## src/rtl/vga_fb_scanout.sv

```systemverilog
// vga_fb_scanout: 640x480@60 VGA scan-out of a synchronously read framebuffer with pixel
// replication. Define VGA_FB_TEST_PATTERN_EN to add a colour-bar test_pattern input.
module vga_fb_scanout #(
   parameter int unsigned COLOR_DEPTH = 3,
   parameter int unsigned SCALE_SHIFT = 0,
   parameter int unsigned nX          = 10 - SCALE_SHIFT,
   parameter int unsigned nY          = 9 - SCALE_SHIFT,
   parameter int unsigned AW          = 19 - 2 * SCALE_SHIFT
) (
   input  logic                   Clock,
   input  logic                   Resetn,
`ifdef VGA_FB_TEST_PATTERN_EN
   input  logic                   test_pattern,
`endif
   output logic                   rd_en,
   output logic [AW-1:0]          rd_addr,
   input  logic [COLOR_DEPTH-1:0] rd_data,
   output logic [7:0]             VGA_R,
   output logic [7:0]             VGA_G,
   output logic [7:0]             VGA_B,
   output logic                   VGA_HS,
   output logic                   VGA_VS,
   output logic                   VGA_BLANK_N,
   output logic                   VGA_SYNC_N,
   output logic                   VGA_CLK,
   output logic                   frame_start
);

   localparam int unsigned   CW        = COLOR_DEPTH / 3;
   localparam logic [9:0]    HLast     = 10'd799;
   localparam logic [9:0]    VLast     = 10'd524;
   localparam logic [9:0]    HSyncLo   = 10'd656;
   localparam logic [9:0]    HSyncHi   = 10'd751;
   localparam logic [9:0]    VSyncLo   = 10'd490;
   localparam logic [9:0]    VSyncHi   = 10'd491;
   localparam logic [nX-1:0] LineWords = nX'(640 >> SCALE_SHIFT);
   localparam logic [nY-1:0] FbRows    = nY'(480 >> SCALE_SHIFT);
   localparam logic [9:0]    VMask     = 10'((1 << SCALE_SHIFT) - 1);

   // MSB-first bit replication of a CW-bit field up to 8 bits.
   function automatic logic [7:0] expand(input logic [CW-1:0] f);
      logic [7:0] o;
      o = '0;
      for (int i = 0; i < 8; i++) o[7-i] = f[CW-1-(i%CW)];
      return o;
   endfunction

   logic          pix_en_q, vga_clk_q;
   logic [9:0]    h_q, v_q, h_d, v_d;
   logic [AW-1:0] row_base_q, row_base_d, rd_addr_q;
   logic          rd_en_q, rd_en_d, rd_pend_q;
   logic          act1_q, hs1_q, vs1_q, first1_q;
   logic          active, hs_d, vs_d;
   logic [nX-1:0] col;
   logic [7:0]    r_q, g_q, b_q, r_d, g_d, b_d;
   logic          hs_q, vs_q, blank_q, fs_q;
`ifdef VGA_FB_TEST_PATTERN_EN
   logic          tp1_q;
   logic [2:0]    bar1_q;
`endif

   always_comb begin
      h_d        = (h_q == HLast) ? 10'd0 : h_q + 10'd1;
      v_d        = v_q;
      row_base_d = row_base_q;
      if (h_q == HLast) begin
         v_d = (v_q == VLast) ? 10'd0 : v_q + 10'd1;
         if (v_q == VLast) begin
            row_base_d = '0;
         end else if ((v_d & VMask) == 10'd0) begin
            // Entering a new framebuffer row: advance the running row*width product.
            row_base_d = row_base_q + AW'(LineWords);
         end
      end

      col    = nX'(h_q >> SCALE_SHIFT);
      active = ((h_q >> SCALE_SHIFT) < 10'(LineWords)) &&
               ((v_q >> SCALE_SHIFT) < 10'(FbRows));
      hs_d   = !((h_q >= HSyncLo) && (h_q <= HSyncHi));
      vs_d   = !((v_q >= VSyncLo) && (v_q <= VSyncHi));
`ifdef VGA_FB_TEST_PATTERN_EN
      rd_en_d = active && !test_pattern;
`else
      rd_en_d = active;
`endif

      // Only data answering a real read is displayed; anything else on rd_data is dropped.
      r_d = '0;
      g_d = '0;
      b_d = '0;
      if (rd_pend_q) begin
         r_d = expand(rd_data[COLOR_DEPTH-1 -: CW]);
         g_d = expand(rd_data[2*CW-1 -: CW]);
         b_d = expand(rd_data[CW-1:0]);
      end
`ifdef VGA_FB_TEST_PATTERN_EN
      if (tp1_q) begin
         r_d = act1_q ? {8{bar1_q[2]}} : 8'h00;
         g_d = act1_q ? {8{bar1_q[1]}} : 8'h00;
         b_d = act1_q ? {8{bar1_q[0]}} : 8'h00;
      end
`endif
   end

   always_ff @(posedge Clock or negedge Resetn) begin
      if (!Resetn) begin
         pix_en_q   <= 1'b0;
         vga_clk_q  <= 1'b0;
         h_q        <= '0;
         v_q        <= '0;
         row_base_q <= '0;
         rd_addr_q  <= '0;
         rd_en_q    <= 1'b0;
         rd_pend_q  <= 1'b0;
         act1_q     <= 1'b0;
         hs1_q      <= 1'b1;
         vs1_q      <= 1'b1;
         first1_q   <= 1'b0;
         r_q        <= '0;
         g_q        <= '0;
         b_q        <= '0;
         hs_q       <= 1'b1;
         vs_q       <= 1'b1;
         blank_q    <= 1'b0;
         fs_q       <= 1'b0;
`ifdef VGA_FB_TEST_PATTERN_EN
         tp1_q      <= 1'b0;
         bar1_q     <= '0;
`endif
      end else begin
         pix_en_q  <= ~pix_en_q;
         vga_clk_q <= ~pix_en_q;
         rd_en_q   <= 1'b0;
         rd_pend_q <= rd_en_q;
         fs_q      <= 1'b0;
         if (pix_en_q) begin
            h_q        <= h_d;
            v_q        <= v_d;
            row_base_q <= row_base_d;
            // Stage 1: address and the timing of the pixel being fetched.
            rd_addr_q  <= row_base_q + AW'(col);
            rd_en_q    <= rd_en_d;
            act1_q     <= active;
            hs1_q      <= hs_d;
            vs1_q      <= vs_d;
            first1_q   <= (h_q == 10'd0) && (v_q == 10'd0);
`ifdef VGA_FB_TEST_PATTERN_EN
            tp1_q      <= test_pattern;
            bar1_q     <= h_q[9:7];
`endif
            // Stage 2: colour arrives, timing travels alongside it.
            r_q        <= r_d;
            g_q        <= g_d;
            b_q        <= b_d;
            hs_q       <= hs1_q;
            vs_q       <= vs1_q;
            blank_q    <= act1_q;
            fs_q       <= first1_q;
         end
      end
   end

   assign rd_en       = rd_en_q;
   assign rd_addr     = rd_addr_q;
   assign VGA_R       = r_q;
   assign VGA_G       = g_q;
   assign VGA_B       = b_q;
   assign VGA_HS      = hs_q;
   assign VGA_VS      = vs_q;
   assign VGA_BLANK_N = blank_q;
   assign VGA_SYNC_N  = 1'b0;
   assign VGA_CLK     = vga_clk_q;
   assign frame_start = fs_q;

endmodule
```

## config.mk

```make
export PLATFORM = sky130hd
export DESIGN_NAME = vga_fb_scanout
export DESIGN_NICKNAME = d
export VERILOG_FILES = /design/src/rtl/vga_fb_scanout.sv
export SDC_FILE = /design/constraint.sdc
export NUM_CORES = 1
export LEC_CHECK = 0
export ABC_AREA = 1
export CORE_UTILIZATION = 54
export DETAILED_ROUTE_END_ITERATION = 8
export GPL_TIMING_DRIVEN = 0
export PLACE_DENSITY_LB_ADDON = 0.12
export SETUP_SLACK_MARGIN = 0.05
export SLEW_MARGIN = 20
export SYNTH_ARGS = -nofsm -noshare
export SYNTH_HDL_FRONTEND = slang
export SYNTH_SLANG_ARGS = --single-unit
export TNS_END_PERCENT = 100
```

## constraint.sdc

```tcl
create_clock -name Clock -period 1.65 [get_ports Clock]
set_input_delay 0.165 -clock Clock [delete_from_list [all_inputs] [get_ports Clock]]
set_output_delay 0.165 -clock Clock [all_outputs]
set_load 0.01 [all_outputs]
```

== Word-level counts from Yosys, hierarchy flattened ==
Cells that the tools add are included.

* Register bits after elaboration: 93
* Input port bits: 5
* Output and inout port bits: 50

* Add/subtract/negate cells: 4
* Magnitude comparators: 6
* Equal/unequal tests: 2
* Muxes and demuxes: 8
* Bitwise gates (word level): 1
* Reduce and logical (&&, ||, !) cells: 9

{| class="wikitable"
|+ Operators with widths
! kind !! number
|-
| 8-bit two-way mux || 3
|-
| 10-bit by 1-bit adder with 10-bit output, second input constant || 2
|-
| 10-bit == test, second input constant || 2
|-
| 10-bit logical NOT || 2
|-
| 10-bit two-way mux || 2
|-
| 19-bit by 10-bit adder with 19-bit output || 1
|-
| 19-bit by 10-bit adder with 19-bit output, second input constant || 1
|-
| 19-bit two-way mux || 1
|-
| 10-bit greater-or-equal comparator, second input constant || 1
|-
| 10-bit by 9-bit greater-or-equal comparator with 1-bit output, second input constant || 1
|-
| 10-bit less-or-equal comparator, second input constant || 1
|-
| 10-bit by 9-bit less-or-equal comparator with 1-bit output, second input constant || 1
|-
| 10-bit less-than comparator, second input constant || 1
|-
| 10-bit by 9-bit less-than comparator with 1-bit output, second input constant || 1
|-
| 1-bit logical AND || 4
|-
| 1-bit logical NOT || 2
|-
| 1-bit two-way mux || 2
|-
| 2-bit AND reduction || 1
|-
| 1-bit inverter || 1
|}

== Longest topological paths before layout ==
Gate-level depths: netlist (run 1).

* Depth in word-level cells: 3
* Depth in mapped cells: 9
* Mapped depth without buffers: 9

== Least setup slack after synthesis (run 1) ==
No wires, ideal clock.

* Path type: reg2reg
* Start: register row_base_q[8]
* End: register rd_addr_q[12] (netlist: rd_addr[12])
* Library setup time: 83 ps
* Arrival time: 1341 ps
* Path slack: 226 ps
* Stages on the path, launching flop included: 10
* Path through: dfrtp_1 > ha_1 > nand2_1 > nand2_1 > nand2_1 > nand2_1 > nand2_1 > nand2_1 > nand3_1 > o21ai_0

* Longest elaborated chain between the ends: 1

{| class="wikitable"
|+ Ends and longest elaborated chain
! element !! RTL line !! text
|-
| from (decl) || 50 || <nowiki>logic [AW-1:0] row_base_q, row_base_d, rd_addr_q;</nowiki>
|-
| from (signal assigned) || 139 || <nowiki>row_base_q <= row_base_d;</nowiki>
|-
| 19-bit by 10-bit adder with 19-bit output || 141 || <nowiki>rd_addr_q <= row_base_q + AW'(col);</nowiki>
|-
| to (signal assigned) || 141 ||
|-
| to (decl) || 50 ||
|}

Every way passes these cells.
A chain may end at the register's enable or synchronous reset.

== Worst setup path in the final report (run 1) ==
* Start: register h_q[1] (netlist: col[1])
* End: register v_q[8]

* Longest elaborated chain between the ends: 2

{| class="wikitable"
|+ Ends and longest elaborated chain
! element !! RTL line !! text
|-
| from (decl) || 49 || <nowiki>logic [9:0] h_q, v_q, h_d, v_d;</nowiki>
|-
| from (signal assigned) || 109 || <nowiki>h_q <= '0;</nowiki>
|-
| from (signal assigned) || 137 || <nowiki>h_q <= h_d;</nowiki>
|-
| 10-bit == test || 66 || <nowiki>if (h_q == HLast) begin</nowiki>
|-
| 2-bit AND reduction (no source line) || n/a ||
|-
| to (signal assigned) || 138 || <nowiki>v_q <= v_d;</nowiki>
|-
| to (decl) || 49 ||
|}

Every way passes these cells.

==> results of run 1 <==
per-stage QoR:
step,power (mW),setup TNS (ns),instances
after floorplan,1.69,0,460
after global placement,1.79,-105.78,590
after detailed placement,1.80,-0.141,591
after CTS,3.33,0,610
after global routing,3.41,-0.196,629
final,3.32,0,629
layout make-up:
type,count,area [µm²]
Sequential cell,65,1640
Tap cell,77,96.3
Fill cell,458,1570
Inverter,42,164
Timing Repair Buffer,75,739
Multi-Input combinational cell,318,1680
Clock inverter,6,91.3
Clock buffer,10,138
Buffer,36,260
placed cells by master (no fill, tap or decap), types with 5 or more instances in the layout:
| master | Yosys | routed |
|---|---|---|
| nand2_1 | 145 | 132 |
| dfrtp_1 | 61 | 53 |
| buf_4 | 22 | 51 |
| nand3_1 | 43 | 41 |
| inv_1 | 38 | 36 |
| nor2_1 | 36 | 33 |
| clkdlybuf4s50_1 | 0 | 29 |
| o21ai_0 | 27 | 21 |
| nand4_1 | 15 | 15 |
| dlymetal6s2s_1 | 0 | 11 |
| clkbuf_8 | 0 | 10 |
| o21ai_1 | 6 | 9 |
| dfrtp_2 | 0 | 8 |
| nand2_2 | 1 | 8 |
| nor3_1 | 7 | 7 |
| buf_2 | 7 | 6 |
| nand2_4 | 0 | 6 |
| ha_1 | 8 | 6 |
| o21ai_2 | 2 | 5 |
how the worst max path moves through the flow:
stage / startpoint / slack, ns / depth (start not counted) / to
5_1_grt: col[1]$_DFFE_PN0P_ / -0.05 / 9 / v_q[8]$_DFFE_PN0P_
3_5_place_dp: v_q[0]$_DFFE_PN0P_ / -0.03 / 8 / v_q[1]$_DFFE_PN0P_
2_1_floorplan: row_base_q[8]$_DFFE_PN0P_ / 0.23 / 9 / rd_addr[12]$_DFFE_PN0P_
4_1_cts: VGA_B[6]$_DFFE_PN0P_ / 0.01 / 2 / VGA_B[1]
6_report: col[1]$_DFFE_PN0P_ / 0.002 / 9 / v_q[8]$_DFFE_PN0P_
3_3_place_gp: Resetn / -1.67 / 1 / row_base_q[15]$_DFFE_PN0P_
power by group through the flow:
stage               Clock [mW]  Combinational, mW  Sequential (mW)
finish                    1.55              0.166             1.60
global placement             0              0.157             1.64
CTS                       1.56              0.168             1.61
floorplan                    0             0.0570             1.64
detailed placement           0              0.166             1.64
global route              1.63              0.183             1.60
critical path: cells and delay by family, from the launching register on:
| family | cells | cell delay, ns |
|---|---|---|
| fa+ha+maj | 1 | 0.20 |
| simple gates | 4 | 0.62 |
| flops | 1 | 0.38 |
| buf+inv | 3 | 0.29 |
| compound gates | 1 | 0.05 |
cells by family (layout without fill, tap and decap cells):
kind of cell	Yosys count	count (layout)
flip-flops	65	65
adder cells (fa/ha/maj)	8	8
AO/OA/AOI/OAI	42	42
buffers and inverters	78	169
AND/OR/NAND/NOR	258	259
other	1	1
XOR/XNOR	8	8
state kept, by name (all words and copies together), names as in the netlist:
name,flops
act1_q,1
frame_start,1
VGA_R,1
row_base_q,12
v_q,10
first1_q,1
VGA_G,1
VGA_B,1
hs1_q,1
VGA_VS,1
rd_addr,19
VGA_BLANK_N,1
rd_en,1
vs1_q,1
VGA_CLK,1
col,10
rd_pend_q,1
VGA_HS,1
layer usage:
metal	part of all wire	vias up	wire length, µm
met1	0.45	1601	4110
met5	0	-	0
li1	-	1637	-
met3	0.062	14	566
met4	0.019	0	174
met2	0.47	124	4320
repair_timing:
item | 4_1_cts | 5_1_grt
gates resized for setup | 7 | 72
gates cloned | 0 | 4
hold buffers | 1 | 0
endpoints found under the hold margin | 25 | 0
setup endpoints to repair | 36 | 54
pin swaps | 0 | 9
buffers inserted | 2 | 15
==> qor.csv, run 1 <==
metric,value,unit
result of the run,"finished, final reports clean",
net count after synthesis,473,
clk_lat worst skew,0.35,ns
total number of nets in the final design,560,
cell-internal power,2.59,mW
highest clock frequency the design can meet,607,MHz
post-route worst setup slack,0.00155,ns
library cell with the largest summed area after synthesis,dfrtp_1,
most instantiated cells after synthesis,"nand2_1, dfrtp_1, nand3_1, inv_1, nor2_1",
xor-xnor portion of the synthesized cell area,0.0195,
register-to-register setup slack,0.002,ns
mux cell area share after synthesis,0,
cell types occupying the most area after synthesis,"dfrtp_1, nand2_1, nand3_1",
worst path arrival time,1.89,ns
ratio of cells with drive above 1 in the final layout,0.246,
final weighted congestion in routability-driven placement,0.881,
area of all placed cells without fillers,4810,µm²
Maximum Capacitance Violations,0,
count of mapped cells out of synthesis,460,
first-pass GRT wire length,14000,µm
clk_skew,0.0109,ns
Flop pwr share,0.482,
endpoint of the lowest-slack register-to-register path,v_q[8]$_DFFE_PN0P_,
DIE HEIGHT,83.5,µm
CTS clock-pin slew for the worst setup and hold paths,0.08,ns
compound-gate portion of the synthesized area,0.0632,
total of endpoints with negative setup slack in the final report,0,
Max Slew Vio Count,0,
simple-gate portion of the synthesized area,0.320,
Detail Placement HPWL,6120,µm
Final Util,0.754,
post-detailed-route wirelength per cell,14.6,µm
library cells used by synthesis,35,
layer carrying the most global-route usage,met2,
count of input and output buffers,53,
total routing resource utilization after global routing,0.254,
power density cells,690,nW/µm²
number of iterations in the first detailed-routing pass,4,
unrepaired setup endpoints after global routing,true,
Yosys top cell area share,0.426,
global routing usage on met1,0.343,
met3 Usage GRT,0.0465,
Max clock buf depth,2,
reg2reg start,col[1]$_DFFE_PN0P_,
H-tree levels,3,
antenna violations before repair,0,
drt via density,5.37,
Hold Fails Final Rpt,0,
Register-to-Register Path Depth,9,
Net Sw Frac,0.221,
most frequent cell after synthesis,nand2_1,
Initial Util,0.561,
Top-Level Pins,55,
maximum VDD drop,0.513,mV
cell-by-cell trace of the critical path,ha_2 -> inv_2 -> nor2_4 -> nand4_4 -> nor2_8 -> inv_4 -> clkbuf_16 -> nand2_2 -> o21ai_2,
post-synthesis average cell area,7.79,µm²
total leakage power,2.41,nW
critical-path cell with the highest stage delay,dfrtp_1,
share of synthesized area occupied by flip-flops and latches,0.455,
number of antenna cells inserted,0,
Final min period,1.65,ns
post-route ant nets,0,
global routing met2 resource utilization,0.398,
category of the worst setup path capture point,flip-flop,
Routed Wire Length,9170,µm
total CTS buffers,9,
Psw,735,µW
Worst Path Max Fanout,5,
Required @ worst endpoint,1.89,ns
DIE AREA,6970,µm²
fraction of power consumed by the clock network,0.468,
initial detailed-routing violation count,176,
DRC violation count after routing,0,
share of total power in combinational logic,0.050,
HP Class,in2async,
number of clock sinks,65,
smallest hold slack,0.261,ns
Via Count,3376,
count of state elements after synthesis,65,
largest net degree at the start of global routing,41,
number of core rows,29,
die extent in x,83.5,µm
Core ar.,6390,µm²
Overflow after GRT,0,
"Async S/R FF share, synth",1.00,
largest stage delay on the critical path,0.38,ns
period utilization,0.999,
placed cell areas,4230,µm²
Root Driver,clkbuf_8,
adder-cell share of the synthesized area,0.0279,
area growth from synthesis to final layout,34.3,%
number of global-route vias before repair,3003,
dominant combinational cell family by area after synthesis,simple AND/OR/NAND/NOR gates,
Critical Setup Path Class,reg2reg,
clock tree from TritonCTS,yes,
"Warnings, synthesis",0,
post-synth design cell area,3580,µm²
number of enable flip-flop cells after synthesis,0,
most instantiated flip-flop cell in the synthesis netlist,dfrtp_1,
pre-CTS worst setup slack,-0.0343,ns
Startpoint Class,flip-flop,
(Power assumes the default switching activity.)
==> run 2: changes to the inputs <==
--- a/config.mk
+++ b/config.mk
@@ -9,7 +9,7 @@
 export CORE_UTILIZATION = 54
 export DETAILED_ROUTE_END_ITERATION = 8
 export GPL_TIMING_DRIVEN = 0
-export PLACE_DENSITY_LB_ADDON = 0.12
+export PLACE_DENSITY = 0.8
 export SETUP_SLACK_MARGIN = 0.05
 export SLEW_MARGIN = 20
 export SYNTH_ARGS = -nofsm -noshare
==> run 2 against run 1 <==
  * Fmax rose by 3.9%
  * Hold slack got worse by 0.015 ns
  * Critical path depth did not move
  * Global-route usage rose by 1.1 points
  * Sequential share of layout area rose by 0.89 points
  * Combinational power barely moved
  * Via count fell by 0.50%
  * First-iteration DRC count rose by 36%
  * Cell count fell by 0.48%
  * Clock power fell by 3%
  * Count of clock-buffer cells in the layout rose by 2
  * Critical path type unchanged
  * Highest routed layer unchanged
==> qor.csv, run 2 (synthesis results as in run 1) <==
metric,value,unit,change
result of the run,"finished, final reports clean",,
clk_skew,0.0101,ns,-0.000827 ns
global routing met2 resource utilization,0.435,,+0.0373
register-to-register setup slack,0.06,ns,+0.06 ns
post-route ant nets,0,,unchanged
clock tree from TritonCTS,yes,,
clk_lat worst skew,0.35,ns,about the same
Max clock buf depth,2,,unchanged
total negative slack for setup checks,0,ns,unchanged
Startpoint Class,flip-flop,,
number of antenna cells inserted,0,,unchanged
global routing usage on met1,0.337,,-0.00636
total number of nets in the final design,557,,-0.54%
number of clock sinks,65,,unchanged
Via Count,3359,,-0.50%
total leakage power,2.32,nW,-3.9%
Initial Util,0.561,,unchanged
"most common cell after layout, fill and taps aside",nand2_1,,
flip-flop count of the largest register after layout,19,,unchanged
Root Driver,clkbuf_8,,
DIE HEIGHT,83.5,µm,unchanged
Detail Placement HPWL,6030,µm,-1.4%
post-detailed-route wirelength per cell,13.8,µm,-5.4%
number of core rows,29,,unchanged
total routing resource utilization after global routing,0.265,,+0.0111
largest net degree at the start of global routing,48,,+17%
count of input and output buffers,53,,unchanged
Top-Level Pins,55,,unchanged
Overflow after GRT,0,,unchanged
DIE AREA,6970,µm²,unchanged
Max Slew Vio Count,0,,unchanged
number of global-route vias before repair,3159,,+5.2%
highest clock frequency the design can meet,630,MHz,+3.9%
Critical Setup Path Class,reg2reg,,
CTS clock-pin slew for the worst setup and hold paths,0.07,ns,about the same
layer carrying the most global-route usage,met2,,
period utilization,0.961,,-0.0376
met3 Usage GRT,0.0623,,+0.0158
number of iterations in the first detailed-routing pass,5,,+1
total CTS buffers,9,,unchanged
post-route worst setup slack,0.0636,ns,+0.0621 ns
category of the worst setup path capture point,flip-flop,,
total of endpoints with negative setup slack in the final report,0,,unchanged
area growth from synthesis to final layout,30.6,%,
first-pass GRT wire length,14600,µm,+3.7%
maximum VDD drop,0.533,mV,+3.8%
initial detailed-routing violation count,240,,+36%
HP Class,in2async,,
DRC violation count after routing,0,,unchanged
final weighted congestion in routability-driven placement,0.935,,+6.2%
Maximum Capacitance Violations,0,,unchanged
drt via density,5.37,,about the same
ratio of cells with drive above 1 in the final layout,0.230,,-0.0169
unrepaired setup endpoints after global routing,true,,
Required @ worst endpoint,1.89,ns,about the same
Final min period,1.59,ns,-0.0621 ns
Routed Wire Length,8630,µm,-5.9%
die extent in x,83.5,µm,unchanged
power density cells,701,nW/µm²,+1.6%
antenna violations before repair,0,,unchanged
worst path arrival time,1.82,ns,-0.07 ns
Hold Fails Final Rpt,0,,unchanged
H-tree levels,3,,unchanged
pre-CTS worst setup slack,-0.0609,ns,-0.0266 ns
Worst Path Max Fanout,7,,+2
Core ar.,6390,µm²,unchanged
highest-count cells in the layout ignoring fill and taps,"nand2_1, dfrtp_1, buf_4, nand3_1, inv_1",,
==> run 2: worst paths after layout <==
kind,cells past startpoint,endpoint,startpoint
setup / recovery,9,row_base_q[12]$_DFFE_PN0P_,col[0]$_DFFE_PN0P_
min in group Clock,0,rd_pend_q$_DFF_PN0_,rd_en$_DFF_PN0_
hold reg to reg,0,rd_pend_q$_DFF_PN0_,rd_en$_DFF_PN0_
hold / removal,2,rd_addr[14]$_DFFE_PN0P_,Resetn
max in group asynchronous,3,hs1_q$_DFFE_PN1P_,Resetn
setup reg to reg,9,row_base_q[12]$_DFFE_PN0P_,col[0]$_DFFE_PN0P_
==> run 2: per-stage QoR <==
stage | cell area (µm²) | total power, mW | utilization | cells | hold slack (ns)
2_1_floorplan | 3580 | 1.69 | - | 460 | -0.131
6_report | 4680 | 3.28 | 0.733 | 626 | 0.246
3_3_place_gp | 4210 | 1.79 | 0.659 | 590 | 0.361
4_1_cts | 4520 | 3.30 | 0.708 | 616 | 0.241
5_1_grt | 4680 | 3.40 | 0.733 | 626 | 0.278
3_5_place_dp | 4240 | 1.80 | 0.663 | 591 | 0.0698
==> run 2: layout make-up <==
cell class              instances  area (µm²)
multi-input cells             317        1620
flip-flops and latches         65        1640
clock buffers                  12         145
clock inverters                 4        76.3
fillers                       471        1700
inverters                      42         160
plain buffers                  36         260
repair buffers                 73         688
well taps                      77        96.3
==> run 2: per-layer routing <==
metal	share of wire	routed length (µm)
met5	0	0
met4	0.021	180
met3	0.075	645
met2	0.47	4100
met1	0.43	3710
==> run 2: what timing repair did <==
action | in CTS | in global routing
pin swaps | 0 | 6
resized for setup | 30 | 35
gates cloned | 0 | 1
buffers inserted | 8 | 9
endpoints found under the hold margin | 18 | 0
setup endpoints to repair | 40 | 36
hold buffers | 1 | 0
==> run 2: worst max-delay path, cell delays in order, from the launching register on <==
cell and delay, ns:
dfrtp_1 0.38, ha_2 0.20, inv_2 0.04, nor2_4 0.13, nand4_4 0.14, nor2_8 0.24, inv_4 0.07, buf_6 0.14
nand2_1 0.07, o21ai_2 0.06
==> run 2: power by group <==
part           internal [mW]  switching, mW
sequential              1.60        0.00473
combinational         0.0946         0.0748
clock                  0.896          0.612
